[src/rtl/ram_ctrl.sv]
// ram_ctrl: single-port RAM controller. It zero-fills the RAM after reset, then serves
// one read or write request at a time.
// -----------------------------------------------------------------------------
// Module   : ram_ctrl
// Function : post-reset RAM clear sweep plus a request/response front end
// Revision : 1.0 - initial release
// -----------------------------------------------------------------------------
`default_nettype none

module ram_ctrl #(
    parameter int AW = 3,
    parameter int DW = 4
) (
    input  logic          clk,
    input  logic          reset,
    input  logic          req_valid,
    input  logic          req_rw,
    input  logic [AW-1:0] req_addr,
    input  logic [DW-1:0] req_wdata,
    output logic          req_ready,
    output logic          resp_valid,
    output logic [DW-1:0] resp_rdata,
    output logic          init_done,
    output logic [AW-1:0] ram_addr,
    output logic          ram_rw,
    output logic [DW-1:0] ram_data_in,
    input  logic [DW-1:0] ram_data_out
);

    typedef enum logic [2:0] {
        INIT = 3'd0,
        IDLE = 3'd1,
        WR   = 3'd2,
        RD1  = 3'd3,
        RD2  = 3'd4
    } state_t;

    localparam logic [AW-1:0] LAST_ADDR = {AW{1'b1}};

    state_t      state;
    // One bit wider than the address so the counter never aliases back to 0 mid-sweep.
    logic [AW:0] sweep_cnt;

    always_ff @(posedge clk or posedge reset) begin
        if (reset) begin
            state       <= INIT;
            sweep_cnt   <= '0;
            ram_addr    <= '0;
            ram_rw      <= 1'b0;
            ram_data_in <= '0;
            req_ready   <= 1'b0;
            resp_valid  <= 1'b0;
            resp_rdata  <= '0;
            init_done   <= 1'b0;
        end else begin
            resp_valid <= 1'b0;
            case (state)
                INIT: begin
                    // Terminal test uses the registered address, so the last write lands on this edge.
                    if (ram_rw && (ram_addr == LAST_ADDR)) begin
                        state     <= IDLE;
                        ram_rw    <= 1'b0;
                        init_done <= 1'b1;
                        req_ready <= 1'b1;
                    end else begin
                        ram_rw      <= 1'b1;
                        ram_data_in <= '0;
                        ram_addr    <= sweep_cnt[AW-1:0];
                        sweep_cnt   <= sweep_cnt + 1'b1;
                    end
                end
                IDLE: begin
                    if (req_valid && req_ready) begin
                        ram_addr    <= req_addr;
                        ram_rw      <= req_rw;
                        ram_data_in <= req_wdata;
                        req_ready   <= 1'b0;
                        state       <= req_rw ? WR : RD1;
                    end
                end
                WR: begin
                    ram_rw    <= 1'b0;
                    req_ready <= 1'b1;
                    state     <= IDLE;
                end
                RD1: begin
                    state <= RD2;
                end
                RD2: begin
                    resp_rdata <= ram_data_out;
                    resp_valid <= 1'b1;
                    req_ready  <= 1'b1;
                    state      <= IDLE;
                end
                default: begin
                    state <= INIT;
                end
            endcase
        end
    end

endmodule

`default_nettype wire

[config.mk]
export PLATFORM = sky130hd
export DESIGN_NAME = ram_ctrl
export DESIGN_NICKNAME = d
export VERILOG_FILES = /design/src/rtl/ram_ctrl.sv
export SDC_FILE = /design/constraint.sdc
export NUM_CORES = 1
export LEC_CHECK = 0
export ABC_CLOCK_PERIOD_IN_PS = 3350
export BUFFER_PORTS_ARGS = -buffer_cell sky130_fd_sc_hd__clkbuf_2
export CORE_MARGIN = 5
export CORE_UTILIZATION = 56
export CTS_BUF_LIST = sky130_fd_sc_hd__clkbuf_4 sky130_fd_sc_hd__clkbuf_8
export CTS_CLUSTER_DIAMETER = 60
export DETAILED_ROUTE_END_ITERATION = 8
export PLACE_DENSITY = 0.88
export SLEW_MARGIN = 20
export SYNTH_ARGS = -nofsm -noshare
export SYNTH_HDL_FRONTEND = slang
export SYNTH_SLANG_ARGS = --single-unit
[constraint.sdc]
create_clock -name clk -period 3.35 [get_ports clk]
set_input_delay 0 -clock clk [delete_from_list [all_inputs] [get_ports clk]]
set_output_delay 0 -clock clk [all_outputs]
set_load 0.05 [all_outputs]
; Word-level counts from Yosys, hierarchy flattened
; Index checks and enable logic that the tools add are counted.
[op_classes]
n_eq_ne = 8
n_reduce_logical = 13
n_addsub = 1
bitwise = 1
mux = 17
[op_table]
columns = cell, count
row1 = two-way mux 3 bit, 4
row2 = case mux 3 bit (4 select lines), 1
row3 = two-way mux 4 bit, 2
row4 = case mux 4 bit (2 select lines), 1
row5 = AND reduction 2 bit, 4
row6 = "equality test 3 x 2 -> 1 bit, second input constant", 2
row7 = "equality test 3 bit, second input constant", 2
row8 = two-way mux 1 bit, 6
row9 = "inequality test 2 bit, second input constant", 3
row10 = case mux 1 bit (3 select lines), 2
row11 = case mux 3 bit (2 select lines), 1
row12 = AND reduction 3 bit, 2
row13 = nonzero test 3 bit, 2
row14 = "adder 4 x 1 -> 4 bit, second input constant", 1
row15 = "equality test 3 x 1 -> 1 bit, second input constant", 1
row16 = zero test 3 bit, 1
row17 = logical AND 1 bit, 2
row18 = nonzero test 2 bit, 1
row19 = OR reduction 2 bit, 1
row20 = inverter 1 bit, 1
[totals]
output_inout_bits = 15
in_bits = 15
elab_cells = 49
regBits = 22

; Longest topological paths before layout
[logic_depth]
ltp_word = 4
mapped_depth = 4
ltp_nobuf = 3

; Worst setup path after synthesis
; Ideal clock, no wire load.
[synth_timing]
path_type = register to register
startpoint = register ram_addr[1]
endpoint = register ram_addr[0]
synth_period_minus_slack_ns = 1.700
path_stages_with_launch = 4
t_arrival_ns = 1.572
slack_ns = 1.650
path_cell_list = dfrtp_1 -> nand4_1 -> a22oi_4 -> mux2_1
[synth_via]
elab_chain_len = 4
[synth_rtl]
columns = element, line_no
row1 = "start, declared", 24  ; output logic [AW-1:0] ram_addr,
row2 = "start signal, assigned", 68  ; ram_addr <= sweep_cnt[AW-1:0];
row3 = "start signal, assigned", 74  ; ram_addr <= req_addr;
row4 = equality test 3 bit, 60  ; if (ram_rw && (ram_addr == LAST_ADDR)) begin
row5 = logical AND 1 bit, 60
row6 = inequality test 2 bit (no line), --
row7 = AND reduction 3 bit (no line), --
; No other way between the ends.
; A chain may end at the register's enable or synchronous reset.

; Worst setup path in the final report
[layout_timing]
startpoint = register state[0]
endpoint = register ram_addr[0]
[layout_via]
elab_chain_len = 3
[layout_rtl]
columns = element, line_no
row1 = "start, declared", 40  ; state_t state;
row2 = "start signal, assigned", 78  ; state <= req_rw ? WR : RD1;
row3 = equality test 3 x 1 -> 1 bit / zero test 3 bit (equally long branches), 57  ; case (state)
row4 = inequality test 2 bit (no line) / nonzero test 2 bit (equally long branches), --
row5 = AND reduction 3 bit (no line), --
; Parallel ways exist; a longest one is shown, timed or not.

==> qor.csv <==
metric,value,unit
status,"complete, no violations",
worst skew pair latency,0.30,ns
overall die height,52.2,um
Unique masters post-synth,31,
Tcrit/Tclk final,54.3,%
synth warn,0,
Critical Path RT,3.53,ns
worst hold path startpoint,req_addr[1],
clock skew,0.00534,ns
CTS Buf Count,3,
root buffer cell,clkbuf_4,
"Setup Fix Bufs, Post-CTS",0,
crit end category,flop,
Starting Density,58.3,%
#FFs+latches synth,21,
Via-to-Cell Ratio,5.33,
dpl cells,126,
Fin Setup TNS,0,ns
DRC viols,0,
Area growth syn-to-layout,26.4,%
GRT Util Overall,17.8,%
Leak,0.631,nW
share of layout cells above drive strength 1,38.9,%
setup violators final,0,
"leading cell type in the layout, fill and taps excluded",clkbuf_2,
Vias,735,
Tmin final,1.82,ns
final instance area,1260,um2
routability congestion estimate,0.757,
Max clock buf depth,2,
global-route wire length before repair,3510,um
"area leader, netlist",dfrtp_1,
Max Cap Viol,0,
I/O pin total,30,
CTS sink count,21,
most frequent cells in the layout,"clkbuf_2, dfrtp_1, dlygate4sd3_1",
mapped cell area,996,um2
first-pass iteration count of the detailed router,4,
post-CTS sizing,0,
Synth Area per Inst,13.3,um2
Slew headroom,48.3,%
"Seq/Total Area, Yosys",52.8,%
row count,15,
DR WL/cell,14.7,um
fmax,0.550,GHz
Max Slew Vio Count,0,
r2r startpoint,state[0],
Post-CTS Hold Buffers,8,
Yosys top cell area share,52.8,%
"non-filler cells, final",138,
Fin. Hold Viols,0,
Post-Syn Nets,91,
initial DRC count,5,
Routed Antenna Nets,0,
largest net degree at the start of global routing,22,
crit-path max FO,14,
htree depth,1,
PortBufs,29,
GRT overflow,0,
post-DP HPWL,1510,um
synth top area cells,"dfrtp_1, mux2_1, mux2_2, a22o_1, nor3_4",
Chip Width,52.2,um
Crit Path Class,reg2reg,
final wirelength,2040,um
worst vdd ir,0.307,mV
Power per Cell Area,320,nW/um2
CP Launch Type,flop,
vias in the first global route,785,
"Data arrival, critical path",2.00,ns
Hold Path Class,in2reg,
# diodes,0,
Area after DPL,1150,um2
Synth Instances,75,
die area,2720,um2
"Clk pin slew, worst setup/hold paths",0.11,ns
slew of the pin with the lowest slew margin,0.774,ns
critical path startpoint,state[0],
initial antenna violation count,0,
final net count,130,
CTS tree,built,
RSZ-0062 raised after global routing,false,
Core ar.,1710,um2
[final timing paths]
| path | end | slack, ns | cells past startpoint |
|---|---|---|---|
| max | ram_addr[0] | 1.53 | 3 |
| min | ram_addr[1] | 0.03 | 3 |
| max reg2reg | ram_addr[0] | 1.53 | 3 |
| min reg2reg | sweep_cnt[2] | 0.48 | 1 |
| max in group asynchronous | ram_addr[2] | 2.50 | 3 |
| min in group asynchronous | ram_data_in[1] | 0.36 | 3 |
[sequential cells by signal (all words and copies together), names as in the netlist]
register,flops
sweep_cnt,3
ram_rw,1
init_done,1
ram_addr,3
resp_rdata,4
state,3
resp_valid,1
req_ready,1
ram_data_in,4
[Yosys cell counts, drive strengths merged]
cell	instances
dfrtp	21
mux2	11
a22o	5
a21oi	3
buf	3
a2bb2oi	2
and2	2
inv	2
nand2	2
nand3	2
nor2	2
nor2b	2
nor3	2
o21ai	2
xnor2	2
a21bo	1
a21o	1
a22oi	1
and3	1
and4	1
and4bb	1
ha	1
nand3b	1
nand4	1
nor3b	1
o31a	1
o32ai	1
[cells by family (layout without fill, tap and decap cells)]
family / after synthesis / count (layout) / synth area share, %
flops: 21 / 21 / 52.8
buf+inv: 5 / 43 / 3.14
simple gates: 18 / 18 / 14.3
mux: 11 / 11 / 12.4
xor+xnor: 2 / 2 / 1.76
compound gates: 17 / 17 / 14.3
fa+ha+maj: 1 / 1 / 1.26
[power breakdown]
part | internal, mW | switching, mW | total (mW)
clock network | 0.0544 | 0.0722 | 0.127
logic | 0.0128 | 0.00949 | 0.0223
registers | 0.253 | 0 | 0.253
[critical path: stages, from the launching register on]
cell	delay, ns
dfrtp_1	0.70
nor3b_2	0.37
mux2_1	0.34
mux2_1	0.29
[area by class of cell]
| cell class | instances | area (um2) |
|---|---|---|
| Clock buffer | 4 | 30.0 |
| Sequential cell | 21 | 526 |
| Timing Repair Buffer | 37 | 225 |
| Inverter | 2 | 7.51 |
| Tap cell | 25 | 31.3 |
| Multi-Input combinational cell | 49 | 439 |
| Fill cell | 118 | 449 |
[metal layers]
metal | share of wire [%] | up-vias | GRT usage, % | wire [um]
met1 | 43 | 363 | 22.3 | 866
li1 | - | 354 | - | -
met5 | 0 | - | 0 | 0
met4 | 0.84 | 0 | 5.11 | 17
met3 | 4.0 | 2 | 3.70 | 81
met2 | 53 | 16 | 31.0 | 1070
[through the flow]
stage	setup slack, ns	hold WS, ns	power (mW)	utilization [%]
floorplan	1.65	-0.0235	0.263	-
global placement	1.62	0.151	0.273	67.3
detailed placement	1.54	0.157	0.273	67.3
CTS	1.53	0.0217	0.406	73.7
global route	1.40	0.0334	0.417	73.7
finish	1.53	0.0262	0.402	73.7
(Power assumes the default switching activity.)
